--- src/rtl/otter_pkg.sv ---
// rtl/otter_pkg.sv - shared constants and types for the otter fetch path
package otter_pkg;

    localparam logic [31:0] NOP_INSTR         = 32'h0000_0013;
    localparam logic [31:0] DEFAULT_RESET_VEC = 32'h0000_0000;

    typedef enum logic {
        FC_MISALIGN = 1'b0,
        FC_ACCESS   = 1'b1
    } fetch_cause_e;

endpackage

--- src/rtl/otter_fetch_fault_chk.sv ---
// rtl/otter_fetch_fault_chk.sv - combinational address fault classifier (misaligned / out of range)
module otter_fetch_fault_chk
    import otter_pkg::*;
#(
    parameter int MEM_WIDTH = 18
) (
    input  logic [31:0]  addr,
    output logic         fault,
    output fetch_cause_e cause
);

    localparam int BYTE_BITS = MEM_WIDTH + 2;

    logic misalign;
    logic access;

    assign misalign = |addr[1:0];

    // A memory filling the whole 32-bit byte space can never be overrun.
    generate
        if (BYTE_BITS >= 32) begin : g_full_space
            assign access = 1'b0;
        end else begin : g_bounded
            assign access = |addr[31:BYTE_BITS];
        end
    endgenerate

    assign fault = misalign | access;
    assign cause = (!misalign && access) ? FC_ACCESS : FC_MISALIGN;

endmodule

--- src/rtl/otter_fetch_stage.sv ---
// rtl/otter_fetch_stage.sv - instruction fetch: owns the PC, drives BRAM port 1, pairs the word with its PC
module otter_fetch_stage
    import otter_pkg::*;
#(
    parameter logic [31:0] RESET_VEC = DEFAULT_RESET_VEC,
    parameter int          MEM_WIDTH = 18
) (
    input  logic        CLK,
    input  logic        RST,
    input  logic        STALL,
    input  logic        REDIRECT,
    input  logic [31:0] REDIRECT_PC,
    output logic [31:0] MEM_ADDR1,
    output logic        MEM_READ1,
    input  logic [31:0] MEM_DOUT1,
    output logic [31:0] IF_PC,
    output logic [31:0] IF_PC4,
    output logic [31:0] IF_IR,
    output logic        IF_VALID,
    output logic        IF_FAULT,
    output logic        IF_CAUSE
);

    logic [31:0]  pc_q;
    logic [31:0]  ifpc_q;
    logic         valid_q;
    logic         fault_q;
    fetch_cause_e cause_q;

    logic         issue;
    logic         chk_fault;
    fetch_cause_e chk_cause;

    assign MEM_ADDR1 = REDIRECT ? REDIRECT_PC : pc_q;
    assign issue     = !RST && (REDIRECT || !STALL);
    assign MEM_READ1 = issue;

    otter_fetch_fault_chk #(
        .MEM_WIDTH (MEM_WIDTH)
    ) u_fault_chk (
        .addr  (MEM_ADDR1),
        .fault (chk_fault),
        .cause (chk_cause)
    );

    // When not issuing, BRAM data also holds, so the presented pair stays bit-stable.
    always_ff @(posedge CLK or posedge RST) begin
        if (RST) begin
            pc_q    <= RESET_VEC;
            ifpc_q  <= 32'h0000_0000;
            valid_q <= 1'b0;
            fault_q <= 1'b0;
            cause_q <= FC_MISALIGN;
        end else if (issue) begin
            pc_q    <= MEM_ADDR1 + 32'd4;
            ifpc_q  <= MEM_ADDR1;
            valid_q <= 1'b1;
            fault_q <= chk_fault;
            cause_q <= chk_fault ? chk_cause : FC_MISALIGN;
        end
    end

    assign IF_PC    = ifpc_q;
    assign IF_PC4   = ifpc_q + 32'd4;
    assign IF_IR    = (fault_q || !valid_q) ? NOP_INSTR : MEM_DOUT1;
    assign IF_VALID = valid_q;
    assign IF_FAULT = fault_q & valid_q;
    assign IF_CAUSE = cause_q;

endmodule

--- config.mk ---
export PLATFORM = sky130hd
export DESIGN_NAME = otter_fetch_stage
export DESIGN_NICKNAME = d
export VERILOG_FILES = /design/src/rtl/otter_pkg.sv /design/src/rtl/otter_fetch_fault_chk.sv /design/src/rtl/otter_fetch_stage.sv
export SDC_FILE = /design/constraint.sdc
export NUM_CORES = 1
export LEC_CHECK = 0
export BUFFER_PORTS_ARGS = -buffer_cell sky130_fd_sc_hd__buf_2
export CAP_MARGIN = 20
export CORE_MARGIN = 3
export CORE_UTILIZATION = 46
export CTS_BUF_LIST = sky130_fd_sc_hd__clkbuf_2 sky130_fd_sc_hd__clkbuf_4 sky130_fd_sc_hd__clkbuf_8
export DETAILED_ROUTE_END_ITERATION = 16
export MAX_ROUTING_LAYER = met4
export PLACE_DENSITY = 0.82
export SYNTH_ARGS = -nofsm -noshare
export SYNTH_HDL_FRONTEND = slang
export SYNTH_SLANG_ARGS = --single-unit
--- constraint.sdc ---
create_clock -name CLK -period 3.5 [get_ports CLK]
set_input_delay 0.7 -clock CLK [delete_from_list [all_inputs] [get_ports CLK]]
set_output_delay 0.7 -clock CLK [all_outputs]
set_load 0.01 [all_outputs]
---- Yosys cells after proc, flatten, opt, wreduce, memory -nomap -nowiden ----
Index checks and enable logic that the tools add are counted.
storage, ports and cells
  register bits after elaboration ......... 67
  output and inout bits ................... 132
cells by class
  muxes and demuxes ....................... 4
  reduce and logical (&&, ||, !) cells .... 10
  bitwise logic cells ..................... 2
  add/subtract/negate cells ............... 2
operators with widths
  operator               count
  $add 32x3->32 const B  2
  $mux 32                2
  $reduce_or 12->1       1
  $logic_not 1->1        4
  $logic_and 1x1->1      2
  $logic_or 1x1->1       2
  $mux 1                 2
  $reduce_or 2->1        1
  $and 1x1->1            1
  $or 1x1->1             1

---- Depth between registers and ports, before layout ----
Gate-level depths: netlist of the first run.
  depth in word-level cells ............... 6
  mapped depth ............................ 10
  gate-level depth less buffers ........... 7

---- Hierarchy ----
A second synthesis of the first run with hierarchy kept.
second synthesis, totals
  cells, all modules ...................... 522
  area total of the unflattened synthesis .. 4418.0 µm²
by module, submodules not included
  module                 times used  area an instance (µm²)  cells each
  otter_fetch_stage      1           4380.5                  516
  otter_fetch_fault_chk  1           37.5                    6

---- Worst setup path before layout of the first run ----
OpenSTA, ideal clock, no wires.
  path type ............................... input to register
  from .................................... in REDIRECT
  to ...................................... reg pc_q[30]
  arrival ................................. 2.891 ns
  setup time .............................. 0.095 ns
  setup slack ............................. 0.514 ns
  cell stages on the path ................. 10
  path buffers ............................ 3
  cells stage by stage .................... clkbuf_1 > buf_2 > buf_2 > mux2_2 > ha_1 > inv_1 > a211oi_4 > nand4_4 > o31a_1 > o31ai_1
between the ends
  longest elaborated chain between the ends .. 2
  elaborated cells on any way between the ends .. 4
ends and longest elaborated chain
  what                    RTL line                 RTL
  from (decl)             otter_fetch_stage.sv:11  input logic REDIRECT,
  $mux 32                 otter_fetch_stage.sv:34  assign MEM_ADDR1 = REDIRECT ? REDIRECT_PC : pc_q;
  named net MEM_ADDR1[2]  otter_fetch_stage.sv:13  output logic [31:0] MEM_ADDR1,
  $add 32x3->32           otter_fetch_stage.sv:55  pc_q <= MEM_ADDR1 + 32'd4;
  to (signal assigned)    otter_fetch_stage.sv:55
  to (decl)               otter_fetch_stage.sv:24  logic [31:0] pc_q;
The timed path passes the listed nets, and every way through them passes these cells.
A chain may end at the register's enable or synchronous reset.

---- Worst setup path in the final report of the first run ----
  from .................................... reg ifpc_q[8] (netlist: IF_PC[8])
  to ...................................... out IF_PC4[29]
between the ends
  longest elaborated chain between the ends .. 1
ends and longest elaborated chain
  what                    RTL line                 RTL
  from (decl)             otter_fetch_stage.sv:25  logic [31:0] ifpc_q;
  from (signal assigned)  otter_fetch_stage.sv:50  ifpc_q <= 32'h0000_0000;
  from (signal assigned)  otter_fetch_stage.sv:56  ifpc_q <= MEM_ADDR1;
  $add 32x3->32           otter_fetch_stage.sv:64  assign IF_PC4 = ifpc_q + 32'd4;
  to (decl)               otter_fetch_stage.sv:17  output logic [31:0] IF_PC4,
No other way between the ends.

==> qor.txt, run 1 <==
Worst-path fanout max -> 6
Mean instance size in the synthesized netlist -> 8.41 µm²
Power Total -> 2.53 mW
Detail Placement HPWL -> 11800 µm
Drt initial violations -> 370
Largest net degree at the start of global routing -> 108
Clk pin slew, worst setup/hold paths -> 80 ps
Tcrit/Tclk final -> 0.866
Final sum of negative setup slack -> 0 ps
First-pass GRT wire length -> 23200 µm
Clock latency on the worst-skew pair -> 350 ps
Per-cell routed wire length -> 17.1 µm
Post-cts resize count -> 0
# Max-Cap Violations -> 0
Warnings from Yosys -> 0
Share of async-settable or async-resettable flops after synthesis -> 1.00
Initial Utilization -> 0.476
Area of placed instances -> 0.00558 mm²
Number of hold violations in the final report -> 0
Number of buffers inserted by port buffering -> 199
Area share of fa/ha/maj cells after synthesis -> 0.00564
Share of synthesized cell area in and, or, nand and nor gates -> 0.300
Clock buffers created by TritonCTS -> 9
Via-to-Cell Ratio -> 5.38
Multiplexer area fraction after synthesis -> 0.0764
Type of destination of the critical path -> output port
Outcome -> finished clean
Total leakage power -> 3.01 nW
Maximum vdd drop -> 0.203 mV
Maximum clock rate -> 0.330 GHz
Antenna violation net count after detailed routing -> 0
Nature of the critical path startpoint -> register
Post-layout net count -> 795
Final critical delay including setup and external delays -> 3030 ps
Number of placement rows -> 35
Fin Clk Skew -> 11.6 ps
Die area -> 0.0109 mm²
Max incr delay on CP -> 560 ps
Number of setup buffers added after CTS -> 0
Footprint of the multi-input gates -> 0.00258 mm²
Share of final-layout standard cells stronger than drive strength 1 -> 0.349
Cells after Synth -> 528
Area fraction in compound gates after synthesis -> 0.121
First-pass iteration count of the detailed router -> 6
Most frequent cells in the layout -> buf_2 (199), nand2_1 (109), dfrtp_1 (65)
Synth Area in XOR/XNOR -> 0.0789
Clock tree from TritonCTS -> done
H-tree levels -> 3
Top FF cell, synth -> dfrtp_1
Synthesis-to-finish area growth -> 30.8%
Flip-flop and latch count after synthesis -> 65
Synthesized cell area -> 0.00444 mm²
Max-slew violation count -> 0
Power density over the cells -> 436 mW/mm²
Sequential Area -> 0.00163 mm²
Total detailed-routing wirelength -> 14700 µm
GRT overflow -> 0
Count of non-filler cells in the finished layout -> 859
Total global routing track utilization -> 0.274
Core Box Area -> 0.00933 mm²
Overall die height -> 104 µm
Number of buffers inserted by hold repair at cts -> 0
Number of flops mapped to enable cells by yosys -> 0
Final-layout fill cell count -> 833
Number of placed instances, taps included -> 843
Leading cell type in the layout, fill and taps excluded -> buf_2
Count of unresolved DRC violations after routing -> 0
List of cells traversed by the critical path -> nand4_1 -> nor4_1 -> nand3_1 -> nor2_1 -> xor2_1 -> buf_2
Antenna fix cells -> 0
Io pins -> 200
Type of the most critical hold path -> register to register
Share of synthesized area occupied by flip-flops and latches -> 0.367
Worst EP required -> 2800 ps
Via count -> 4623
Routability-driven placement congestion ratio -> 0.983
Vias in the first global route -> 4283
Worst-case hold slack -> 483 ps
Dominant combinational cell family by area after synthesis -> simple AND/OR/NAND/NOR gates
Unique masters post-synth -> 47
Data arrival, critical path -> 2330 ps
Worst Path Class, Setup -> register to output port
Sinks on Clock Net -> 65
Post-synthesis net count -> 598
Crit path max-delay cell type -> nor4_1
Antenna violations before repair -> 1
Slew at the pin closest to its max-slew limit -> 814 ps
Worst-case headroom to the max-slew limit -> 0.457
Maximum count of clock buffers along a single path -> 2
Die Wd -> 104 µm
Number of setup violations in the final report -> 0
Clock Root Buffer -> clkbuf_8
Post-route cell area -> 0.00581 mm²
Setup repair after global routing missed its margin -> no
==> worst max-delay path, delay by kind of cell (launching register included) <==
kind | cells | cell delay, ps
AND/OR/NAND/NOR | 4 | 1210
flip-flops | 1 | 460
XOR/XNOR | 1 | 170
buffers and inverters | 1 | 150
==> registers in the layout, indices dropped and copies added (netlist names) <==
| signal | count |
|---|---|
| IF_VALID | 1 |
| IF_CAUSE | 1 |
| pc_q | 32 |
| IF_PC | 30 |
| fault_q | 1 |
==> cell families after synthesis <==
logic type,count (synthesis)
multiplexers,32
buffers and inverters,51
AND/OR/NAND/NOR,258
flip-flops,65
XOR/XNOR,40
AO/OA/AOI/OAI,80
adder cells (fa/ha/maj),2
==> stage by stage <==
step	worst slack, ps	util
2_1_floorplan	514	-
3_3_place_gp	497	0.599
3_5_place_dp	465	0.599
4_1_cts	444	0.623
5_1_grt	276	0.623
6_report	470	0.623
==> power breakdown <==
group | leakage, nW | internal [mW] | switching [mW]
clock | 0.106 | 0.411 | 0.307
sequential | 0.799 | 0.876 | 0.158
combinational | 2.11 | 0.334 | 0.448
total | 3.01 | 1.62 | 0.914
==> synthesized netlist by cell type, types with 3 or more instances <==
library cell  number  area [µm²]
nand3b_1           8        60.1
o21ai_0           28         140
nand4b_1           3        26.3
a21o_1             6        45.0
a31oi_1            6        37.5
mux2_2            15         169
o31a_1             4        35.0
o211ai_1           4        30.0
and3_1            12        75.1
or4_1              3        22.5
nor4_1             6        37.5
o31ai_1            9        67.6
a211oi_1           4        30.0
mux2i_1           17         170
clkbuf_1          16        60.1
nand4_2            3        37.5
nand4_1           17         106
nand3_1           30         150
buf_2              3        15.0
xor2_1            10        87.6
inv_1             22        82.6
dfrtp_1           65        1630
and4_1             4        35.0
xnor2_1           30         263
nand2b_1           5        31.3
buf_4              6        45.0
a22oi_1            3        22.5
a21oi_1            9        45.0
and2_1            34         213
nand2_1          109         409
nor2_1            17        63.8
==> metal layers <==
metal  GRT usage  vias to the layer above  share of wire  wire length (µm)
met5           -                        -              0                 0
met4      0.0589                        0         0.0063                93
met3      0.0447                        8          0.071              1040
met2       0.390                      182           0.45              6570
met1       0.410                     2204           0.48              6990
li1            -                     2229              -                 -
==> final cells by class <==
| cell class | count | area share |
|---|---|---|
| Timing Repair Buffer | 215 | 0.194 |
| Tap cell | 129 | 0.0278 |
| Clock inverter | 6 | 0.0159 |
| Inverter | 22 | 0.0142 |
| Multi-Input combinational cell | 412 | 0.445 |
| Clock buffer | 10 | 0.0226 |
| Sequential cell | 65 | 0.280 |
==> worst paths after layout <==
check / start / to / slack [ps] / cells past startpoint
worst max-delay path: IF_PC[8]$_DFFE_PP0P_ / IF_PC4[29] / 470 / 6
worst min-delay path: pc_q[27]$_DFFE_PP0P_ / pc_q[27]$_DFFE_PP0P_ / 480 / 2
worst max register to register: pc_q[2]$_DFFE_PP0P_ / pc_q[23]$_DFFE_PP0P_ / 1470 / 5
worst min register to register: pc_q[27]$_DFFE_PP0P_ / pc_q[27]$_DFFE_PP0P_ / 480 / 2
max in group asynchronous: RST / pc_q[27]$_DFFE_PP0P_ / 2230 / 3
min in group asynchronous: RST / IF_CAUSE$_DFFE_PP0P_ / 510 / 2
(Power assumes the default switching activity.)
==> run 2: changes to the inputs <==
--- a/config.mk
+++ b/config.mk
@@ -11,8 +11,10 @@
 export CORE_UTILIZATION = 46
 export CTS_BUF_LIST = sky130_fd_sc_hd__clkbuf_2 sky130_fd_sc_hd__clkbuf_4 sky130_fd_sc_hd__clkbuf_8
 export DETAILED_ROUTE_END_ITERATION = 16
+export GPL_TIMING_DRIVEN = 0
 export MAX_ROUTING_LAYER = met4
 export PLACE_DENSITY = 0.82
+export REMOVE_ABC_BUFFERS = 1
 export SYNTH_ARGS = -nofsm -noshare
 export SYNTH_HDL_FRONTEND = slang
 export SYNTH_SLANG_ARGS = --single-unit
==> run 2 against run 1 <==
  * Clock skew is essentially flat
  * Flip-flop and latch count is the same
  * Fmax shrank 8.8%
  * Core utilization shrank 0.90 points
  * Clock-buffer cell count grew 2
  * Clock power shrank 19%
  * Largest cell class unchanged
  * Global-route usage shrank 1.5 points
  * Sequential share of layout area grew 0.41 points
  * Total power shrank 6.0%
==> qor.txt, run 2 (same netlist as run 1, synthesis figures left out) <==
Outcome -> finished clean
Routed length on met2 -> 7290 µm
Met3 wire length -> 904 µm
Core Box Area -> 0.00933 mm²
Detail Placement HPWL -> 10300 µm
Critical path launch point -> IF_PC[13]$_DFFE_PP0P_
Crit path max-delay cell type -> nor4_1
Worst EP required -> 2800 ps
Maximum clock rate -> 0.301 GHz
Most frequent cells in the layout -> buf_2 (199), nand2_1 (109), dfrtp_1 (65)
Clock Root Buffer -> clkbuf_8
Launching point of the worst reg2reg path -> pc_q[3]$_DFFE_PP0P_
Power density over the cells -> 416 mW/mm²
Maximum count of clock buffers along a single path -> 2
Number of setup violations in the final report -> 0
Setup repair after global routing missed its margin -> no
Nature of the critical path startpoint -> register
Final-layout fill cell count -> 817
Max incr delay on CP -> 810 ps
Routability-driven placement congestion ratio -> 0.914
Post-layout net count -> 785
Footprint of the multi-input gates -> 0.00261 mm²
Leading cell type in the layout, fill and taps excluded -> buf_2
Final sum of negative setup slack -> 0 ps
Area of placed instances -> 0.00552 mm²
Number of buffers inserted by hold repair at cts -> 0
Reg-to-reg critical path endpoint -> pc_q[28]$_DFFE_PP0P_
Number of placement rows -> 35
Reg2Reg Setup Slack -> 1170 ps
Drt initial violations -> 358
Clock latency on the worst-skew pair -> 340 ps
Flip-flop count of the largest register, all copies and words added -> 32
Per-cell routed wire length -> 17.0 µm
H-tree levels -> 3
Synthesis-to-finish area growth -> 29.0%
Sequential Area -> 0.00163 mm²
# Max-Cap Violations -> 0
Worst-path fanout max -> 7
Total detailed-routing wirelength -> 14400 µm
Clock buffers created by TritonCTS -> 9
Vias in the first global route -> 4436
Total leakage power -> 2.95 nW
Data arrival, critical path -> 2620 ps
Post-route cell area -> 0.00572 mm²
Crit path to -> IF_PC4[27]
Io pins -> 200
Antenna fix cells -> 0
GRT overflow -> 0
Die Wd -> 104 µm
First-pass GRT wire length -> 22400 µm
Clk pin slew, worst setup/hold paths -> 80 ps
Die area -> 0.0109 mm²
Maximum vdd drop -> 0.175 mV
Type of the most critical hold path -> primary input to async pin
Total global routing track utilization -> 0.259
List of cells traversed by the critical path -> nand4_1 -> nor4_1 -> nand3_1 -> nor2_1 -> xor2_1 -> buf_2
Max-slew violation count -> 0
Antenna violation net count after detailed routing -> 0
Top routing layer in use -> met4
Sinks on Clock Net -> 65
Tcrit/Tclk final -> 0.949
Slew at the pin closest to its max-slew limit -> 1060 ps
Overall die height -> 104 µm
Number of setup buffers added after CTS -> 0
Share of final-layout standard cells stronger than drive strength 1 -> 0.342
Clock tree from TritonCTS -> done
Final critical delay including setup and external delays -> 3320 ps
Worst Path Class, Setup -> register to output port
Initial Utilization -> 0.476
Largest net degree at the start of global routing -> 56
Wire length on met1 -> 5870 µm
Number of hold violations in the final report -> 0
Type of destination of the critical path -> output port
Fin Clk Skew -> 11.4 ps
Via-to-Cell Ratio -> 5.52
Antenna violations before repair -> 0
Count of unresolved DRC violations after routing -> 0
Via count -> 4682
Register containing the most flip-flops in the final layout -> pc_q
First-pass iteration count of the detailed router -> 5
Worst-case headroom to the max-slew limit -> 0.292
R2R depth -> 7
Number of buffers inserted by port buffering -> 199
[run 2: final cells by class]
class / instances / share of cell area
multi-input combinational: 414 / 0.456
sequential: 65 / 0.284
clock buffer: 12 / 0.0267
tap: 129 / 0.0282
timing repair inverter: 1 / 0.000875
clock inverter: 3 / 0.00306
inverter: 22 / 0.0151
timing repair buffer: 202 / 0.186
[run 2: metal layers]
metal | track usage | up-vias
met1 | 0.321 | 2218
met5 | - | -
met3 | 0.0341 | 35
li1 | - | 2218
met2 | 0.431 | 211
met4 | 0.104 | 0
[run 2: worst min-delay path by stage]
stage                               startpoint                    to  slack (ps)  cells past startpoint
after CTS                                  RST   pc_q[1]$_DFFE_PP0P_         290                      2
final                                      RST   pc_q[1]$_DFFE_PP0P_         310                      2
after global routing                       RST   pc_q[1]$_DFFE_PP0P_         300                      2
after global placement    pc_q[30]$_DFFE_PP0P_  pc_q[30]$_DFFE_PP0P_         460                      2
after detailed placement  pc_q[30]$_DFFE_PP0P_  pc_q[30]$_DFFE_PP0P_         470                      2
after floorplan           pc_q[27]$_DFFE_PP0P_  pc_q[27]$_DFFE_PP0P_         450                      2
[run 2: power breakdown]
part,switching [mW],internal (mW),total [mW]
combinational,0.443,0.328,0.772
sequential,0.151,0.876,1.03
clock,0.297,0.287,0.584
[run 2: repair_timing]
| item | 4_1_cts | 5_1_grt |
|---|---|---|
| endpoints found under the hold margin | 0 | 0 |
| gates resized for setup | 1 | 0 |
| cloned | 2 | 1 |
| setup endpoints to repair | 1 | 1 |
| pin swaps | 1 | 1 |
[run 2: stage by stage]
stage	cells	power [mW]	hold WS [ps]	setup slack, ps	util
floorplan	499	1.45	448	-348	-
finish	848	2.38	309	178	0.614
global route	848	2.51	304	38.9	0.614
detailed placement	830	1.80	466	-423	0.592
global placement	827	1.76	462	-2680	0.584
CTS	847	2.38	291	91.1	0.612
[run 2: critical path, delay by kind of cell (launching register included)]
kind	cells	cell delay [ps]
simple gates	4	1520
flops	1	460
xor+xnor	1	160
buf+inv	1	150
==> run 3: changes to the inputs <==
--- a/config.mk
+++ b/config.mk
@@ -7,13 +7,17 @@
 export LEC_CHECK = 0
 export BUFFER_PORTS_ARGS = -buffer_cell sky130_fd_sc_hd__buf_2
 export CAP_MARGIN = 20
+export CELL_PAD_IN_SITES_DETAIL_PLACEMENT = 2
+export CELL_PAD_IN_SITES_GLOBAL_PLACEMENT = 2
 export CORE_MARGIN = 3
-export CORE_UTILIZATION = 46
+export CORE_UTILIZATION = 29
 export CTS_BUF_LIST = sky130_fd_sc_hd__clkbuf_2 sky130_fd_sc_hd__clkbuf_4 sky130_fd_sc_hd__clkbuf_8
 export DETAILED_ROUTE_END_ITERATION = 16
 export GPL_TIMING_DRIVEN = 0
+export HOLD_SLACK_MARGIN = 0.12
 export MAX_ROUTING_LAYER = met4
-export PLACE_DENSITY = 0.82
+export PLACE_DENSITY = 0.92
+export RECOVER_POWER = 25
 export REMOVE_ABC_BUFFERS = 1
 export SYNTH_ARGS = -nofsm -noshare
 export SYNTH_HDL_FRONTEND = slang
==> run 3 against run 2 <==
  * The run now ends with max-capacitance violations, max-slew violations left
  * First-iteration DRC count decreased by 17%
  * Cell count increased by 6.6%
  * Clock power is 30% higher
  * Non-clock buffer count increased by 1
  * Global-route usage rose by 0.20 points
  * Critical path type is now primary input to output port
  * Largest power group unchanged
==> qor.txt, run 3 (same netlist as run 1, synthesis figures left out) <==
Clock Root Buffer -> clkbuf_8
Power density over the cells -> 457 mW/mm²
Final-layout fill cell count -> 1692
Number of hold violations in the final report -> 0
Clock tree from TritonCTS -> done
Global-route track usage on met1 -> 0.296
Maximum clock rate -> 0.297 GHz
Count of unresolved DRC violations after routing -> 0
Switching pwr -> 1.03 mW
Worst hold path cell count -> 2
Flip-flop count of the largest register, all copies and words added -> 32
Pre-CTS setup slack -> -622 ps
Maximum vdd drop -> 0.251 mV
Cell internal pwr -> 1.64 mW
Reg-to-reg critical path endpoint -> pc_q[30]$_DFFE_PP0P_
Clock Power Share -> 0.285
Clock buffers created by TritonCTS -> 9
Die Wd -> 130 µm
Final critical delay including setup and external delays -> 3360 ps
Layer with the highest usage -> met2
Violations in the final reports -> max-capacitance violations, max-slew violations
Max-slew violation count -> 66
Post-Route Utilization -> 0.395
Fin Clk Skew -> 21.5 ps
Launching point of the worst reg2reg path -> pc_q[3]$_DFFE_PP0P_
# Max-Cap Violations -> 1
Setup repair after global routing missed its margin -> no
Vias in the first global route -> 5442
Tcrit/Tclk final -> 0.960
Maximum count of clock buffers along a single path -> 2
Type of destination of the critical path -> output port
Register containing the most flip-flops in the final layout -> pc_q
Synthesis-to-finish area growth -> 31.3%
H-tree levels -> 3
Total leakage power -> 2.96 nW
Hold Crit Start -> pc_q[27]$_DFFE_PP0P_
Most frequent cells in the layout -> buf_2 (198), nand2_1 (109), dfrtp_1 (65)
R2R depth -> 7
Number of buffers inserted by port buffering -> 199
Total detailed-routing wirelength -> 21800 µm
Final sum of negative setup slack -> 0 ps
Proportion of total power due to net switching -> 0.386
First-pass iteration count of the detailed router -> 4
Number of placement rows -> 44
Met2 global-route usage -> 0.466
Crit path max-delay cell type -> buf_2
Worst EP required -> 2800 ps
Antenna violation net count after detailed routing -> 0
Type of the most critical hold path -> register to register
Worst-case headroom to the max-slew limit -> -0.769
Detail Placement HPWL -> 15300 µm
Worst Path Class, Setup -> primary input to output port
Worst-case hold slack -> 510 ps
Io pins -> 200
Per-cell routed wire length -> 24.1 µm
Core Box Area -> 0.0148 mm²
Via count -> 4943
Clk pin slew, worst setup/hold paths -> 70 ps
Clock latency on the worst-skew pair -> 370 ps
Max incr delay on CP -> 560 ps
Slew at the pin closest to its max-slew limit -> 2650 ps
Via-to-Cell Ratio -> 5.47
Share of final-layout standard cells stronger than drive strength 1 -> 0.338
Die area -> 0.0168 mm²
Leading cell type in the layout, fill and taps excluded -> buf_2
Nature of the critical path startpoint -> primary input
Largest net degree at the start of global routing -> 66
Share of total power in sequential cells -> 0.397
Data arrival, critical path -> 2660 ps
Number of setup violations in the final report -> 0
Overall die height -> 130 µm
Routability-driven placement congestion ratio -> 0.850
Outcome -> finished, violations left
Drt initial violations -> 296
First-pass GRT wire length -> 32900 µm
Hold Path Sink -> pc_q[27]$_DFFE_PP0P_
Share of power burned in combinational logic -> 0.317
Power Total -> 2.66 mW
Worst path setup slack after routing -> 138 ps
Met3 capacity usage during global routing -> 0.0287
GRT overflow -> 0
Post-layout net count -> 785
Antenna violations before repair -> 2
Worst-path fanout max -> 56
Total global routing track utilization -> 0.261
Reg2Reg Setup Slack -> 920 ps
Sinks on Clock Net -> 65
List of cells traversed by the critical path -> buf_2 -> buf_12 -> inv_1 -> a21o_4 -> buf_12 -> clkinvlp_4 -> buf_2
Initial Utilization -> 0.301
==> run 3: final cells by class <==
cell class	count	area, µm²	share of cell area
Multi-Input combinational cell	413	2610	0.447
Timing Repair inverter	1	5.00	0.000859
Sequential cell	65	1630	0.279
Antenna cell	2	5.00	0.000859
Timing Repair Buffer	203	1050	0.181
Tap cell	184	230	0.0395
Clock inverter	3	65.1	0.0112
Inverter	22	86.3	0.0148
Clock buffer	11	151	0.0260
==> run 3: per-stage QoR <==
stage	cells	instance area (µm²)
after floorplan	499	4290
after global placement	882	5520
after detailed placement	885	5580
after CTS	902	5820
after global routing	904	5830
final	904	5830
==> run 3: timing repair <==
action,4_1_cts,5_1_grt
resized for setup,1,1
setup buffers,1,0
setup endpoints to repair,1,4
hold buffers,0,0
gates cloned,2,0
pin swaps,1,0
==> run 3: power groups by stage <==
stage,clock [mW],sequential (mW),combinational (mW)
detailed placement,0,1.06,0.817
global placement,0,1.04,0.755
global route,0.804,1.08,0.920
finish,0.759,1.06,0.845
floorplan,0,1.04,0.409
CTS,0.768,1.05,0.851
==> run 3: metal layers <==
metal  part of all wire  wire length [µm]  vias up
li1                   -                 -     2203
met1               0.39              8400     2565
met2               0.55             11900      139
met3              0.033               724       36
met4              0.034               746        0
met5                  0                 0        -
==> run 3: worst max-delay path by stage <==
stage | endpoint | startpoint | slack [ps] | cells past startpoint
floorplan | pc_q[26]$_DFFE_PP0P_ | REDIRECT | -350 | 6
global placement | MEM_READ1 | REDIRECT | -3020 | 5
detailed placement | MEM_READ1 | REDIRECT | -620 | 7
CTS | IF_PC4[31] | IF_PC[12]$_DFFE_PP0P_ | 40 | 6
global route | MEM_READ1 | REDIRECT | 20 | 7
finish | MEM_READ1 | REDIRECT | 140 | 7
==> run 3: critical path: cells and delay by family <==
| kind | cells | cell delay (ps) |
|---|---|---|
| buffers and inverters | 6 | 1540 |
| AO/OA/AOI/OAI | 1 | 360 |
